## src/rtl/fp_exp_align.sv

```systemverilog
// fp_exp_align: exponent compare and mantissa alignment ahead of the FP add/sub
// sign-decision stage. Picks the larger-exponent operand, right-shifts the other
// mantissa by the exponent difference and collects a sticky bit. One op in flight.
// Optional feature: define FP_ALIGN_BARREL_EN to replace the serial 1-bit/cycle
// shifter with a single-cycle barrel shift (same outputs, shorter latency).
module fp_exp_align #(
  parameter int unsigned EXP_W  = 4,
  parameter int unsigned MANT_W = 8
) (
  input  logic              clk,
  input  logic              rst_n,
  input  logic              in_valid,
  output logic              in_ready,
  input  logic              sign_A,
  input  logic              sign_B,
  input  logic [EXP_W-1:0]  exp_A,
  input  logic [EXP_W-1:0]  exp_B,
  input  logic [MANT_W-1:0] mant_A,
  input  logic [MANT_W-1:0] mant_B,
  output logic              out_valid,
  input  logic              out_ready,
  output logic              exp_diffsig,
  output logic              mant_diffsig,
  output logic [EXP_W-1:0]  exp_diff,
  output logic [EXP_W-1:0]  exp_big,
  output logic [MANT_W-1:0] mant_big,
  output logic [MANT_W-1:0] mant_small,
  output logic              sticky,
  output logic              sign_A_o,
  output logic              sign_B_o
);

  typedef enum logic [1:0] {StIdle, StShift, StDone} state_e;

  state_e              state_q, state_d;
  logic [EXP_W-1:0]    cnt_q, cnt_d;
  logic                exp_diffsig_q, exp_diffsig_d;
  logic                mant_diffsig_q, mant_diffsig_d;
  logic [EXP_W-1:0]    exp_diff_q, exp_diff_d;
  logic [EXP_W-1:0]    exp_big_q, exp_big_d;
  logic [MANT_W-1:0]   mant_big_q, mant_big_d;
  logic [MANT_W-1:0]   mant_small_q, mant_small_d;
  logic                sticky_q, sticky_d;
  logic                sign_a_q, sign_a_d;
  logic                sign_b_q, sign_b_d;

  logic                a_ge_b;
  logic [EXP_W-1:0]    diff_in;
  logic                cnt_sat;

  assign a_ge_b  = (exp_A >= exp_B);
  assign diff_in = a_ge_b ? (exp_A - exp_B) : (exp_B - exp_A);
  // Shifting by more than MANT_W leaves nothing but sticky, so finish in one step.
  assign cnt_sat = (32'(cnt_q) > MANT_W);

`ifdef FP_ALIGN_BARREL_EN
  logic [31:0]         shamt;
  logic [2*MANT_W:0]   shift_ext;

  // Barrel shift into a widened vector; the low MANT_W+1 bits are what fell off.
  always_comb begin
    shamt     = cnt_sat ? 32'(MANT_W + 1) : 32'(cnt_q);
    shift_ext = {mant_small_q, {(MANT_W + 1){1'b0}}} >> shamt;
  end
`endif

  // Next-state and datapath register updates.
  always_comb begin
    state_d        = state_q;
    cnt_d          = cnt_q;
    exp_diffsig_d  = exp_diffsig_q;
    mant_diffsig_d = mant_diffsig_q;
    exp_diff_d     = exp_diff_q;
    exp_big_d      = exp_big_q;
    mant_big_d     = mant_big_q;
    mant_small_d   = mant_small_q;
    sticky_d       = sticky_q;
    sign_a_d       = sign_a_q;
    sign_b_d       = sign_b_q;

    unique case (state_q)
      StIdle: begin
        if (in_valid) begin
          // Equal exponents keep A as the big operand.
          exp_diffsig_d  = ~a_ge_b;
          mant_diffsig_d = (mant_A < mant_B);
          exp_diff_d     = diff_in;
          exp_big_d      = a_ge_b ? exp_A : exp_B;
          mant_big_d     = a_ge_b ? mant_A : mant_B;
          mant_small_d   = a_ge_b ? mant_B : mant_A;
          sticky_d       = 1'b0;
          sign_a_d       = sign_A;
          sign_b_d       = sign_B;
          cnt_d          = diff_in;
          state_d        = (diff_in == '0) ? StDone : StShift;
        end
      end
      StShift: begin
`ifdef FP_ALIGN_BARREL_EN
        mant_small_d = shift_ext[2*MANT_W -: MANT_W];
        sticky_d     = sticky_q | (|shift_ext[MANT_W:0]);
        cnt_d        = '0;
        state_d      = StDone;
`else
        if (cnt_sat) begin
          mant_small_d = '0;
          sticky_d     = sticky_q | (|mant_small_q);
          cnt_d        = '0;
          state_d      = StDone;
        end else begin
          mant_small_d = mant_small_q >> 1;
          sticky_d     = sticky_q | mant_small_q[0];
          cnt_d        = cnt_q - EXP_W'(1);
          if (cnt_q == EXP_W'(1)) begin
            state_d = StDone;
          end
        end
`endif
      end
      StDone: begin
        if (out_ready) begin
          state_d = StIdle;
        end
      end
      default: state_d = StIdle;
    endcase
  end

  // State and output registers; reset discards any op in flight.
  always_ff @(posedge clk or negedge rst_n) begin
    if (!rst_n) begin
      state_q        <= StIdle;
      cnt_q          <= '0;
      exp_diffsig_q  <= 1'b0;
      mant_diffsig_q <= 1'b0;
      exp_diff_q     <= '0;
      exp_big_q      <= '0;
      mant_big_q     <= '0;
      mant_small_q   <= '0;
      sticky_q       <= 1'b0;
      sign_a_q       <= 1'b0;
      sign_b_q       <= 1'b0;
    end else begin
      state_q        <= state_d;
      cnt_q          <= cnt_d;
      exp_diffsig_q  <= exp_diffsig_d;
      mant_diffsig_q <= mant_diffsig_d;
      exp_diff_q     <= exp_diff_d;
      exp_big_q      <= exp_big_d;
      mant_big_q     <= mant_big_d;
      mant_small_q   <= mant_small_d;
      sticky_q       <= sticky_d;
      sign_a_q       <= sign_a_d;
      sign_b_q       <= sign_b_d;
    end
  end

  assign in_ready     = (state_q == StIdle);
  assign out_valid    = (state_q == StDone);
  assign exp_diffsig  = exp_diffsig_q;
  assign mant_diffsig = mant_diffsig_q;
  assign exp_diff     = exp_diff_q;
  assign exp_big      = exp_big_q;
  assign mant_big     = mant_big_q;
  assign mant_small   = mant_small_q;
  assign sticky       = sticky_q;
  assign sign_A_o     = sign_a_q;
  assign sign_B_o     = sign_b_q;

endmodule

```

## config.mk

```make
export PLATFORM = sky130hd
export DESIGN_NAME = fp_exp_align
export DESIGN_NICKNAME = d
export VERILOG_FILES = /design/src/rtl/fp_exp_align.sv
export SDC_FILE = /design/constraint.sdc
export NUM_CORES = 1
export LEC_CHECK = 0
export CORE_MARGIN = 4
export CORE_UTILIZATION = 44
export DETAILED_ROUTE_END_ITERATION = 8
export GPL_ROUTABILITY_DRIVEN = 0
export GPL_TIMING_DRIVEN = 0
export PLACE_DENSITY = 0.77
export SLEW_MARGIN = 20
export SYNTH_ARGS = -nofsm -noshare
export SYNTH_HDL_FRONTEND = slang
export SYNTH_SLANG_ARGS = --single-unit
```

## constraint.sdc

```tcl
create_clock -name clk -period 1.6 [get_ports clk]
set_clock_uncertainty 0.15 [all_clocks]
set_input_delay 0.24 -clock clk [delete_from_list [all_inputs] [get_ports clk]]
set_output_delay 0.24 -clock clk [all_outputs]
set_load 0.03 [all_outputs]
```

==> results.py, run 1 <==
metrics = {
    "cts": {
        "clk_latency_ps": 290,
        "ctsRootBufferMaster": "clkbuf_8",
        "cts.sinks": 35,
        "cts.clk_slew.worst_paths_ps": 80,
        "cts_tree": "done",
        "cts_buffers": 5,
        "clk_path_buf_depth": 2,
        "cts-htree-levels": 2,
    },
    "hold_path": {
        "hold_class": "primary input to register",
        "hold_start": "exp_A[1]",
        "holdPathEnd": "exp_big[1]$_DFFE_PN0P_",
        "hold_depth": 3,
    },
    "place": {
        "pre_cts_slack_ps": -1424,
        "dpl.hpwl_mm": 4.429,
        "portBuffers": 60,
    },
    "routing": {
        "via_per_inst": 5.385,
        "wl_per_cell_um": 16.72,
        "drt_wl_total_mm": 6.822,
        "antenna_left": 0,
        "remaining_drc_errors": 0,
        "drt_iter0_markers": 119,
        "vias": 2197,
        "dr.pass1.iters": 4,
    },
    "synthesis": {
        "synth_area_mm2": 0.002258,
        "ys_async_sr_fraction_pct": 100.0,
        "ys_seq_area_share_pct": 38.78,
        "syn_inst": 252,
        "synthMuxAreaShare_pct": 6.150,
        "synth_compound_area_share_pct": 21.50,
        "yosys.area_share.simple_pct": 14.90,
        "yosys_register_bits": 35,
        "synth-xor-area-share_pct": 1.163,
        "synthFlopType": "dfrtp_1",
        "synth_top_family_by_area": "compound AO/OA/AOI/OAI gates",
        "synth_edf_count": 0,
        "synthAdderAreaFrac_pct": 11.19,
        "ys_warn_count": 0,
        "avgSynthCellArea_um2": 8.962,
        "yosys.cell_types.count": 41,
        "syn-num-nets": 301,
    },
    "grt": {
        "grt_max_degree": 26,
        "grt_use_total_pct": 21.17,
        "grt_overflow": 0,
        "grt_pass1_vias": 2154,
        "grt_first_pass_wirelength_mm": 10.48,
        "antenna_found_initial": 0,
    },
    "worst_setup_path": {
        "cp-end-kind": "register",
        "rr_worst_depth": 8,
        "cp.arrival_ps": 1970,
        "crit_type": "primary input to register",
        "r2r-end": "cnt_q[2]$_DFFE_PN0P_",
        "r2r_start": "cnt_q[1]$_DFFE_PN0P_",
        "cp-start-kind": "primary input",
        "crit_required_ps": 1670,
        "cp_max_fo": 6,
        "r2r_setup_slack_ps": -190,
    },
    "timing": {
        "hold_viol": 0,
        "finalCritPeriodShare_pct": 119.3,
        "drv_slew": 0,
        "rsz0062_at_grt": "yes",
        "min_period_ps": 1909,
        "finalSetupViolations": 29,
        "slew_headroom_pct": 64.53,
        "fin_setup_tns_ps": -6661,
        "worst_pin_slew_ps": 532.0,
        "timing.final.ws_setup_ps": -308.9,
        "timing.fmax_ghz": 0.5239,
    },
    "floorplanning": {
        "die-height_um": 79.65,
        "die_w_um": 79.65,
        "start_util_pct": 46.58,
        "rows": 25,
        "dieArea_mm2": 0.006343,
        "core_area_mm2": 0.004848,
        "io_pins": 61,
    },
    "cells_and_area": {
        "syn_to_final_growth_pct": 53.41,
        "fillers": 343,
        "diodes": 0,
        "drive_above_1_share_pct": 27.57,
        "final_nets": 389,
    },
    "power": {
        "max-vdd-ir-drop_uv": 1138,
        "leakagePower_uw": 0.001684,
        "power-per-cell-area_mw_per_mm2": 1621,
    },
    "run_status": {
        "status": "finished, violations left",
        "violations": "setup timing",
    },
    "flow_run": {
        "cap_violations": 0,
    },
}
[timing repair]
action	in CTS	in global routing
setup endpoints to repair	60	36
hold buffers	1	0
endpoints found under the hold margin	35	0
gates resized for setup	120	32
buffers inserted	10	8
cloned	2	0
pin swaps	16	5
[routing by layer]
| layer | routed length [µm] | up-vias | track usage, % |
|---|---|---|---|
| li1 | - | 1051 | - |
| met1 | 2869 | 1046 | 26.57 |
| met2 | 3414 | 87 | 35.81 |
| met3 | 434 | 13 | 6.095 |
| met4 | 104 | 0 | 4.983 |
| met5 | 0 | - | 0 |
[cell usage after synthesis, drive strengths merged, types with 2 or more instances]
master / instances / area share [%]
o221ai: 3 / 2.2
nand2b: 3 / 0.83
o21ai: 31 / 7.2
dfrtp: 35 / 39
a31oi: 2 / 0.55
mux2: 7 / 3.5
fa: 2 / 1.8
clkbuf: 7 / 1.2
a21boi: 2 / 1.0
ha: 17 / 9.4
nand3: 2 / 0.44
a22oi: 8 / 2.7
a21oi: 17 / 3.8
nor3: 3 / 0.66
a21o: 3 / 1.0
mux2i: 6 / 2.7
o211ai: 2 / 0.66
nor2: 13 / 2.2
nor2b: 5 / 1.7
buf: 4 / 1.7
inv: 21 / 3.5
xor2: 2 / 0.78
nand2: 45 / 7.5
[worst max path at each step]
stage | start | endpoint | slack (ps)
6_report | exp_A[0] | mant_big[3]$_DFFE_PN0P_ | -310
5_1_grt | exp_A[0] | mant_big[3]$_DFFE_PN0P_ | -370
4_1_cts | exp_A[0] | mant_small[6]$_DFFE_PN0P_ | -260
3_5_place_dp | exp_A[0] | cnt_q[2]$_DFFE_PN0P_ | -1420
3_3_place_gp | exp_A[0] | cnt_q[2]$_DFFE_PN0P_ | -1400
2_1_floorplan | exp_A[0] | cnt_q[2]$_DFFE_PN0P_ | -570
[stage by stage]
| stage | cells | cell area [µm²] | power (µW) | hold slack (ps) | util, % |
|---|---|---|---|---|---|
| floorplan | 252 | 2291 | 3447 | -205.6 | - |
| global placement | 379 | 2975 | 4588 | 309.4 | 61.37 |
| detailed placement | 380 | 2990 | 4656 | -23.97 | 61.68 |
| CTS | 400 | 3316 | 5401 | 109.8 | 68.39 |
| global route | 408 | 3465 | 5982 | 144.0 | 71.46 |
| finish | 408 | 3465 | 5618 | 113.7 | 71.46 |
[registers in the layout, indices dropped and copies added, names as in the netlist]
register	cells
exp_diffsig	1
sign_A_o	1
sticky	1
sign_B_o	1
exp_big	4
cnt_q	4
mant_big	8
mant_small	8
state_q	2
exp_diff	4
mant_diffsig	1
[worst max-delay path: stages]
cell and delay (ps):
buf_8 90, inv_8 30, ha_4 150, fa_2 330
a21boi_4 160, o221ai_4 190, buf_6 170, buf_4 120
buf_8 120, buf_8 130, a21oi_1 90, o21ai_1 150
[kinds of logic after synthesis]
group	Yosys count
simple gates	76
xor+xnor	3
fa+ha+maj	19
buf+inv	32
flops	35
compound gates	74
mux	13
[placed cells by master (no fill, tap or decap), types with 3 or more instances in the layout]
cell and instances:
clkdlybuf4s50_1 17, a22oi_2 7, o21ai_0 5, buf_6 6, o21ai_1 24, buf_2 6, ha_4 5, dlygate4sd2_1 31
ha_1 12, inv_2 6, mux2i_1 4, clkbuf_8 7, a21oi_1 10, a21oi_2 6, a21o_1 3, dlymetal6s2s_1 3
mux2_4 7, dfrtp_1 34, nand2b_1 3, buf_4 14, buf_12 3, nor3_1 3, buf_8 4, inv_1 14
nor2b_1 4, clkbuf_1 4, nor2_1 10, nand2_1 43
[area by class of cell]
type	count	area (µm²)	area share (%)
inverter	21	86.33	2.492
clock buffer	7	96.34	2.781
multi-input combinational	185	1449	41.82
timing repair buffer	82	787.0	22.72
sequential	35	877.1	25.32
tap	67	83.83	2.420
clock inverter	1	7.507	0.2167
buffer	10	77.57	2.239
[where the power goes]
group / leakage (µW) / internal [µW] / total (µW) / switching, µW
logic: 0.00120 / 1270 / 3240 / 1970
clock network: 0.0000505 / 392 / 722 / 330
registers: 0.000435 / 1300 / 1660 / 355
(Power assumes the default switching activity.)
==> run 2, diff against run 1 <==
--- a/config.mk
+++ b/config.mk
@@ -6,11 +6,10 @@
 export NUM_CORES = 1
 export LEC_CHECK = 0
 export CORE_MARGIN = 4
-export CORE_UTILIZATION = 44
+export CORE_UTILIZATION = 49
 export DETAILED_ROUTE_END_ITERATION = 8
-export GPL_ROUTABILITY_DRIVEN = 0
 export GPL_TIMING_DRIVEN = 0
-export PLACE_DENSITY = 0.77
+export PLACE_DENSITY = 0.81
 export SLEW_MARGIN = 20
 export SYNTH_ARGS = -nofsm -noshare
 export SYNTH_HDL_FRONTEND = slang
==> constraint.sdc (replaced) <==
create_clock -name clk -period 1.9 [get_ports clk]
set_clock_uncertainty 0.15 [all_clocks]
set_input_delay 0.285 -clock clk [delete_from_list [all_inputs] [get_ports clk]]
set_output_delay 0.285 -clock clk [all_outputs]
set_load 0.03 [all_outputs]
==> results.py, run 2 (synthesis gave the netlist of run 1 again) <==
metrics = {
    "cells_and_area": {
        "final_common_cell": "clkdlybuf4s50_1",
        "diodes": 0,
        "final_cell_mix": "clkdlybuf4s50_1 (47), nand2_1 (44), dfrtp_1 (35)",
        "final_nets": 387,
        "syn_to_final_growth_pct": 51.36,
        "drive_above_1_share_pct": 23.30,
    },
    "floorplanning": {
        "die_w_um": 75.89,
        "start_util_pct": 51.16,
        "dieArea_mm2": 0.005759,
        "io_pins": 61,
        "die-height_um": 75.89,
        "rows": 24,
        "core_area_mm2": 0.004414,
    },
    "grt": {
        "grt_use_total_pct": 25.59,
        "grt_pass1_vias": 2323,
        "grt_max_degree": 27,
        "grt_overflow": 0,
        "antenna_found_initial": 0,
        "grt_first_pass_wirelength_mm": 10.99,
    },
    "worst_setup_path": {
        "crit_required_ps": 1930,
        "crit_type": "primary input to register",
        "cp_max_fo": 7,
        "cp-start-kind": "primary input",
        "cp.arrival_ps": 2140,
        "cp-end-kind": "register",
    },
    "timing": {
        "rsz0062_at_grt": "yes",
        "slew_headroom_pct": 58.00,
        "finalSetupViolations": 28,
        "timing.final.ws_setup_ps": -218.8,
        "timing.fmax_ghz": 0.4720,
        "worst_pin_slew_ps": 630.1,
        "min_period_ps": 2119,
        "hold_viol": 0,
        "drv_slew": 0,
        "finalCritPeriodShare_pct": 111.5,
    },
    "routing": {
        "dr.pass1.iters": 4,
        "antenna_left": 0,
        "vias": 2273,
        "drt_iter0_markers": 146,
        "remaining_drc_errors": 0,
        "wl_per_cell_um": 18.89,
        "drt_wl_total_mm": 7.387,
        "via_per_inst": 5.813,
    },
    "power": {
        "max-vdd-ir-drop_uv": 850.9,
        "leakagePower_uw": 0.001601,
        "power-per-cell-area_mw_per_mm2": 1418,
        "power_uw": 4848,
    },
    "place": {
        "gp_congestion": 0.8526,
        "dpl.hpwl_mm": 4.486,
        "pre_cts_slack_ps": -1172,
        "portBuffers": 60,
    },
    "cts": {
        "cts.clk_slew.worst_paths_ps": 70,
        "cts.sinks": 35,
        "cts-htree-levels": 2,
        "cts_buffers": 5,
        "cts_tree": "done",
        "ctsRootBufferMaster": "clkbuf_8",
        "clk_path_buf_depth": 2,
        "clk_latency_ps": 300,
    },
    "hold_path": {
        "hold_class": "primary input to register",
    },
    "flow_run": {
        "cap_violations": 0,
    },
    "run_status": {
        "violations": "setup timing",
        "status": "finished, violations left",
    },
}
## run 2: repair_timing
| action | 4_1_cts | 5_1_grt |
|---|---|---|
| endpoints found under the setup margin | 31 | 31 |
| setup buffers | 13 | 4 |
| cloned | 1 | 1 |
| endpoints found under the hold margin | 13 | 0 |
| hold buffers | 1 | 0 |
| gates resized for setup | 72 | 28 |
| pin swaps | 17 | 10 |
## run 2: layer usage
metal	part of all wire (%)	vias up	routed length (µm)	global-route usage [%]
li1	-	1044	-	-
met1	40	1102	2945	32.13
met2	48	97	3558	41.73
met3	8.5	30	625	6.728
met4	3.5	0	258	10.29
met5	0	-	0	0
## run 2: final cells by class
| class | count | area, µm² |
|---|---|---|
| buffer | 11 | 78.83 |
| clock buffer | 8 | 100.1 |
| fill | 286 | 996.0 |
| inverter | 21 | 86.33 |
| multi-input combinational | 185 | 1415 |
| sequential | 35 | 875.8 |
| tap | 52 | 65.06 |
| timing repair buffer | 79 | 797.0 |
## run 2: metrics by stage
step	hold slack, ps	setup TNS [ps]	std cells	util, %	cell area [µm²]
CTS	213.8	-618.9	388	75.57	3336
floorplan	-160.6	-4445	252	-	2288
finish	178.5	-2523	391	77.44	3418
global placement	309.6	-41490	364	66.92	2954
detailed placement	28.89	-29940	365	67.26	2969
global route	209.7	-3512	391	77.44	3418
## run 2: power by group
group	switching (µW)	internal [µW]
combinational	1670	1170
sequential	294	1100
clock	284	331
total	2250	2600
## run 2: final timing paths
kind	cells after the start	slack, ps	end	start
worst max-delay path	10	-220	cnt_q[2]$_DFFE_PN0P_	exp_A[0]
worst min-delay path	3	180	exp_big[1]$_DFFE_PN0P_	exp_A[1]
worst max register to register	6	40	cnt_q[2]$_DFFE_PN0P_	state_q[1]$_DFFE_PN0P_
worst min register to register	2	320	sign_A_o$_DFFE_PN0P_	sign_A_o$_DFFE_PN0P_
max in group asynchronous	3	920	cnt_q[3]$_DFFE_PN0P_	rst_n
min in group asynchronous	2	230	sign_B_o$_DFFE_PN0P_	rst_n
## run 2: worst max-delay path, cell delays in order
cell and delay, ps:
buf_8 90, inv_8 30, ha_4 150, fa_2 360
a21boi_4 170, o221ai_4 240, buf_6 200, mux2i_1 280
xnor2_1 210, o221ai_2 120
